--- src/rtl/uart_pkg.sv ---
// Shared UART definitions: TX FSM state encoding, frame geometry, default bit time.
// No logic; both the transmitter and the receiver import these constants.
// Frame layout helper builds the 10-bit {stop, data, start} word shifted out LSB first.
package uart_pkg;

    typedef enum logic {
        IDLE     = 1'b0,
        TRANSMIT = 1'b1
    } tx_state_t;

    localparam int FRAME_BITS          = 10;
    localparam int BAUD_CYCLES_DEFAULT = 2604;   // 50 MHz / 19200 baud
    localparam int BAUD_W              = 12;
    localparam int BIT_W               = 4;

    function automatic logic [FRAME_BITS-1:0] frame_of(input logic [7:0] data);
        return {1'b1, data, 1'b0};
    endfunction

endpackage

--- src/rtl/uart_tx_fifo.sv ---
// Generic DEPTH x WIDTH synchronous FIFO with occupancy count and full/empty flags.
// Latency: a pushed word is visible on rdata the cycle after the push edge.
// Backpressure: push while full is ignored; pop while empty is ignored.
module uart_tx_fifo #(
    parameter int DEPTH = 4,
    parameter int WIDTH = 8
) (
    input  logic             clk,
    input  logic             rst_n,
    input  logic             push,
    input  logic             pop,
    input  logic [WIDTH-1:0] wdata,
    output logic [WIDTH-1:0] rdata,
    output logic             full,
    output logic             empty
);

    localparam int AW = $clog2(DEPTH);
    localparam logic [AW:0] FULL_CNT = DEPTH[AW:0];

    logic [WIDTH-1:0] mem [DEPTH];
    logic [AW-1:0]    wr_ptr;
    logic [AW-1:0]    rd_ptr;
    logic [AW:0]      count;
    logic             do_push;
    logic             do_pop;

    // Flags come from the pre-edge count, so a push at full is dropped even with a same-cycle pop.
    assign full    = (count == FULL_CNT);
    assign empty   = (count == '0);
    assign do_push = push & ~full;
    assign do_pop  = pop & ~empty;
    assign rdata   = mem[rd_ptr];

    always_ff @(posedge clk or negedge rst_n) begin
        if (!rst_n) begin
            wr_ptr <= '0;
            rd_ptr <= '0;
            count  <= '0;
        end else begin
            if (do_push) wr_ptr <= wr_ptr + 1'b1;
            if (do_pop)  rd_ptr <= rd_ptr + 1'b1;
            case ({do_push, do_pop})
                2'b10:   count <= count + 1'b1;
                2'b01:   count <= count - 1'b1;
                default: count <= count;
            endcase
        end
    end

    always_ff @(posedge clk) begin
        if (do_push) mem[wr_ptr] <= wdata;
    end

endmodule

--- src/rtl/uart_tx_queued.sv ---
// Queued 8N1 UART transmitter: host bytes buffered in a small FIFO, sent LSB first on TX.
// Latency: strobe at edge k -> load at k+1 -> start bit on TX from k+2; bit = BAUD_CYCLES clks.
// Backpressure: tx_full flags a full queue; trmt while full drops the byte silently.
module uart_tx_queued
    import uart_pkg::*;
#(
    parameter int BAUD_CYCLES = BAUD_CYCLES_DEFAULT,
    parameter int DEPTH       = 4
) (
    input  logic       clk,
    input  logic       rst_n,
    input  logic       trmt,
    input  logic [7:0] tx_data,
    output logic       TX,
    output logic       tx_busy,
    output logic       tx_done,
    output logic       tx_full,
    output logic       tx_empty
);

    localparam logic [BAUD_W-1:0] BAUD_LAST = BAUD_W'(BAUD_CYCLES - 1);
    localparam logic [BIT_W-1:0]  BIT_LAST  = BIT_W'(FRAME_BITS - 1);

    tx_state_t             state;
    tx_state_t             state_nxt;
    logic [FRAME_BITS-1:0] shift_reg;
    logic [FRAME_BITS-1:0] shift_nxt;
    logic [BAUD_W-1:0]     baud_cnt;
    logic [BAUD_W-1:0]     baud_nxt;
    logic [BIT_W-1:0]      bit_cnt;
    logic [BIT_W-1:0]      bit_nxt;
    logic                  busy_nxt;
    logic                  done_nxt;
    logic                  fifo_pop;
    logic [7:0]            fifo_rdata;
    logic                  baud_tick;

    uart_tx_fifo #(
        .DEPTH (DEPTH),
        .WIDTH (8)
    ) u_fifo (
        .clk   (clk),
        .rst_n (rst_n),
        .push  (trmt),
        .pop   (fifo_pop),
        .wdata (tx_data),
        .rdata (fifo_rdata),
        .full  (tx_full),
        .empty (tx_empty)
    );

    assign baud_tick = (baud_cnt == BAUD_LAST);

    always_comb begin
        state_nxt = state;
        shift_nxt = shift_reg;
        baud_nxt  = baud_cnt;
        bit_nxt   = bit_cnt;
        busy_nxt  = tx_busy;
        done_nxt  = 1'b0;
        fifo_pop  = 1'b0;
        case (state)
            IDLE: begin
                if (!tx_empty) begin
                    fifo_pop  = 1'b1;
                    shift_nxt = frame_of(fifo_rdata);
                    baud_nxt  = '0;
                    bit_nxt   = '0;
                    busy_nxt  = 1'b1;
                    state_nxt = TRANSMIT;
                end
            end
            TRANSMIT: begin
                if (baud_tick) begin
                    baud_nxt  = '0;
                    shift_nxt = {1'b1, shift_reg[FRAME_BITS-1:1]};
                    bit_nxt   = bit_cnt + 1'b1;
                    // Stop bit ends on this tick; returning to IDLE now lets the next
                    // frame load in the tx_done cycle, leaving a single idle clock.
                    if (bit_cnt == BIT_LAST) begin
                        state_nxt = IDLE;
                        busy_nxt  = 1'b0;
                        done_nxt  = 1'b1;
                    end
                end else begin
                    baud_nxt = baud_cnt + 1'b1;
                end
            end
            default: state_nxt = IDLE;
        endcase
    end

    always_ff @(posedge clk or negedge rst_n) begin
        if (!rst_n) begin
            state <= IDLE;
        end else begin
            state <= state_nxt;
        end
    end

    // Shift register idles at all ones (stop bits shifted in), so TX stays high between frames.
    always_ff @(posedge clk or negedge rst_n) begin
        if (!rst_n) begin
            shift_reg <= '1;
            baud_cnt  <= '0;
            bit_cnt   <= '0;
            tx_busy   <= 1'b0;
            tx_done   <= 1'b0;
            TX        <= 1'b1;
        end else begin
            shift_reg <= shift_nxt;
            baud_cnt  <= baud_nxt;
            bit_cnt   <= bit_nxt;
            tx_busy   <= busy_nxt;
            tx_done   <= done_nxt;
            TX        <= shift_reg[0];
        end
    end

endmodule

--- config.mk ---
export PLATFORM = sky130hd
export DESIGN_NAME = uart_tx_queued
export DESIGN_NICKNAME = d
export VERILOG_FILES = /design/src/rtl/uart_pkg.sv /design/src/rtl/uart_tx_fifo.sv /design/src/rtl/uart_tx_queued.sv
export SDC_FILE = /design/constraint.sdc
export NUM_CORES = 1
export LEC_CHECK = 0
export CAP_MARGIN = 20
export CELL_PAD_IN_SITES_DETAIL_PLACEMENT = 1
export CELL_PAD_IN_SITES_GLOBAL_PLACEMENT = 2
export CORE_MARGIN = 4
export CORE_UTILIZATION = 40
export CTS_BUF_LIST = sky130_fd_sc_hd__clkbuf_4 sky130_fd_sc_hd__clkbuf_8
export DETAILED_ROUTE_END_ITERATION = 7
export PLACE_DENSITY_LB_ADDON = 0.1
export SYNTH_ARGS = -nofsm -noshare
export SYNTH_HDL_FRONTEND = slang
export SYNTH_HIERARCHICAL = 1
export SYNTH_SLANG_ARGS = --single-unit
--- constraint.sdc ---
create_clock -name clk -period 2.2 [get_ports clk]
set_input_delay 0.44 -clock clk [delete_from_list [all_inputs] [get_ports clk]]
set_output_delay 0.44 -clock clk [all_outputs]
set_load 0.02 [all_outputs]
==> out/results.tsv, run 1 <==
stage	metric	value	unit
run_status	status	completed	
synthesis	syn_nets	250	
drt	Post-DRT Antenna Nets	0	
sta	Total Neg Setup Slack	0	ps
layout	layout cells sized above 1	29.70	%
layout	fin cells	368	
critical_path	Crit path buffers/inverters	2	
synthesis	post-synthesis mux area share	8.330	%
sta	Tcrit/Tclk final	98.13	%
grt	largest net degree at the start of global routing	27	
placement	dpl hpwl	4.799	mm
critical_path	CP Class	register to register	
sta	normalized max-slew margin	61.00	%
layout	most frequent cells in the layout	edfxtp_1, dfrtp_1, buf_4, nand2_1, clkdlybuf4s50_1	
synthesis	syn avg cell area	13.84	um2
synthesis	largest family of logic cells by synthesized area	simple AND/OR/NAND/NOR gates	
synthesis	most common flop cell mapped by yosys	edfxtp_1	
critical_path	Levels on crit path	9	
placement	placed cells	346	
critical_path	critical path endpoint category	register	
grt	vias in the first global route	2286	
power_and_ir_drop	Pwr Total	3.107	mW
layout	number of flip-flops under the largest register name	32	
critical_path	Data required, critical path	2460	ps
synthesis	XOR/XNOR Fraction of Synth Area	3.576	%
placement	gpl congestion	0.7642	
synthesis	Synth Area in Simple Gates	13.60	%
sta	fin. max-slew vios	0	
power_and_ir_drop	pwr dens	834.2	nW/um2
critical_path	reg-to-reg endpoint	u_fifo/count[2]$_DFFE_PN0P_	
critical_path	r2r setup slk	40	ps
cts	total CTS buffers	9	
drt	1st-iter DRT viols	37	
layout	diodes inserted	0	
critical_path	CP endpoint	u_fifo/count[2]$_DFFE_PN0P_	
placement	IO Port Bufs	15	
placement	area post-placement	3483	um2
critical_path	Top delay family on crit path	simple AND/OR/NAND/NOR gates	
critical_path	CP Launch Type	register	
floorplan	die area	9453	um2
synthesis	Unique masters post-synth	54	
floorplan	Die Y	97.23	um
critical_path	Critical Path Source	u_fifo/count[0]$_DFFE_PN0P_	
sta	RSZ-0062 raised after global routing	true	
critical_path	CP max FO	3	
power_and_ir_drop	Peak VDD IR	0.5094	mV
cts	Longest Clk Path Bufs	2	
synthesis	register area share after synthesis	58.86	%
layout	Final Util	48.20	%
power_and_ir_drop	P_leak	1.507	nW
cts	Skew-Pair Late Insertion Delay	340	ps
sta	Max Freq	463.2	MHz
sta	# setup viols final	0	
worst_hold_path	worst hold path class	input port to asynchronous set/reset pin	
floorplan	initial core utilization	41.21	%
sta	minimum clock period	2159	ps
cts	clock slew at reported path FFs	80	ps
critical_path	Worst path slowest cell	dfrtp_2	
sta	Fin. Hold Viols	0	
floorplan	row count	32	
layout	NumNets Final	281	
synthesis	largest area contributor in the netlist	edfxtp_1	
sta	worst slew pin tran	585.0	ps
grt	Tot GR Track Use	15.45	%
synthesis	Compound-Gate Fraction of Synth Area	7.466	%
cts	H-tree levels	3	
grt	first-pass GRT wire length	11.63	mm
layout	area grow syn2layout	16.97	%
layout	most common cell after layout, fill and taps aside	edfxtp_1	
drt	via/cell ratio	5.342	
sta	Fin Clk Skew	8.922	ps
critical_path	Max stage delay on crit path	440	ps
cts	CTS tree	yes	
floorplan	Die Wd	97.23	um
drt	via count	1966	
layout	Final Cell Area	3725	um2
synthesis	Ys Warns	6	
floorplan	CORE AREA	7727	um2
synthesis	Post-Synth Adder-Cell Area	3.772	%
critical_path	worst endpoint data arrival time	2410	ps
synthesis	number of enable flip-flop cells after synthesis	32	
drt	Routed WL	6.623	mm
drt	DRC viols	0	
drt	DR pass1 iterations	3	
flow_run	maxcap violations	0	
critical_path	R2R depth	9	
synthesis	gate count after technology mapping	230	
grt	initial antenna violation count	0	
drt	routed len/inst	18.00	um
floorplan	I/O pin count	16	
synthesis	Synth area leaders	edfxtp_1, dfrtp_1, dfstp_2	
synthesis	fraction of registers with async set/reset	52.94	%
cts	clk sink count	68	
grt	grt ovf	0	
synthesis	post-synthesis register bit count	68	
synthesis	Post-Syn Area	3184	um2
critical_path	Reg-to-Reg Start	u_fifo/count[0]$_DFFE_PN0P_	
cts	CTS Root Cell	clkbuf_8	
synthesis	share of the synthesized area in the top cell type	30.18	%
critical_path	crit-path cells	or3b_4, and2_4, inv_2, ha_4, inv_2, fa_2, xor2_1, nor2_1, xor2_1	
layout make-up:
class / count / area [um2]
fill: 779 / 4003
tap: 102 / 127.6
clock buffer: 9 / 123.9
sequential: 68 / 1878
clock inverter: 7 / 57.56
multi-input combinational: 137 / 1204
inverter: 11 / 46.29
timing repair buffer: 34 / 287.8
report_power, final:
group / switching, mW / leakage (nW) / total [mW] / internal (mW)
combinational: 0.283 / 0.703 / 0.561 / 0.278
sequential: 0.0823 / 0.721 / 1.60 / 1.52
clock: 0.523 / 0.0829 / 0.944 / 0.422
total: 0.888 / 1.51 / 3.11 / 2.22
cell families (layout without fill, tap and decap cells):
family                   after synthesis  after routing
XOR/XNOR                              13             13
AND/OR/NAND/NOR                       68             68
buffers and inverters                 25             61
AO/OA/AOI/OAI                         31             31
flip-flops                            68             68
adder cells (fa/ha/maj)                9              9
multiplexers                          16             16
metal layers:
| layer | track usage (%) | wire length, um | vias to the layer above |
|---|---|---|---|
| met5 | 0 | 0 | - |
| met4 | 6.177 | 89 | 0 |
| met3 | 2.872 | 136 | 12 |
| met2 | 27.23 | 3594 | 21 |
| met1 | 18.64 | 2803 | 1012 |
| li1 | - | - | 921 |
cells in the mapped netlist (all sizes together) (2+ instances only):
master	n
a21oi	2
a221o	6
a22o	5
a32o	2
and2	3
and3	4
buf	11
clkbuf	3
dfrtp	26
dfstp	10
edfxtp	32
ha	8
inv	10
mux2i	7
mux4	8
nand2	16
nand2b	2
nand3	9
nand4	6
nor2	9
nor2b	3
nor3	3
nor3b	2
nor4b	3
o21ai	9
xnor2	7
xor2	6
stage by stage:
step	setup WS, ps	hold WS [ps]
3_5_place_dp	-54.06	361.6
3_3_place_gp	41.61	357.5
6_report	41.17	86.53
4_1_cts	25.03	88.46
2_1_floorplan	10.05	144.4
5_1_grt	-12.10	121.8
worst min-delay path by stage:
stage,start,to,slack [ps],depth (start not counted)
after CTS,rst_n,baud_cnt[9]$_DFFE_PN0P_,90,1
after detailed placement,shift_reg[0]$_DFFE_PN1P_,TX$_DFF_PN1_,360,0
after global routing,rst_n,baud_cnt[9]$_DFFE_PN0P_,120,1
after floorplan,rst_n,baud_cnt[0]$_DFFE_PN0P_,140,0
after global placement,shift_reg[0]$_DFFE_PN1P_,TX$_DFF_PN1_,360,0
final,rst_n,baud_cnt[9]$_DFFE_PN0P_,90,1
timing repair:
action / 4_1_cts / 5_1_grt
hold buffers: 0 / 0
pin swaps: 2 / 7
setup buffers: 2 / 4
endpoints found under the setup margin: 2 / 2
resized for setup: 4 / 4
Note: power is estimated with default switching activity, not from simulation.
==> run 2: changes to the inputs <==
--- a/config.mk
+++ b/config.mk
@@ -5,12 +5,11 @@
 export SDC_FILE = /design/constraint.sdc
 export NUM_CORES = 1
 export LEC_CHECK = 0
-export CAP_MARGIN = 20
 export CELL_PAD_IN_SITES_DETAIL_PLACEMENT = 1
 export CELL_PAD_IN_SITES_GLOBAL_PLACEMENT = 2
 export CORE_MARGIN = 4
 export CORE_UTILIZATION = 40
-export CTS_BUF_LIST = sky130_fd_sc_hd__clkbuf_4 sky130_fd_sc_hd__clkbuf_8
+export CTS_BUF_LIST = sky130_fd_sc_hd__clkbuf_8
 export DETAILED_ROUTE_END_ITERATION = 7
 export PLACE_DENSITY_LB_ADDON = 0.1
 export SYNTH_ARGS = -nofsm -noshare
==> results of run 2 <==
Final layout, timing and power as in run 1 (identical DEF).
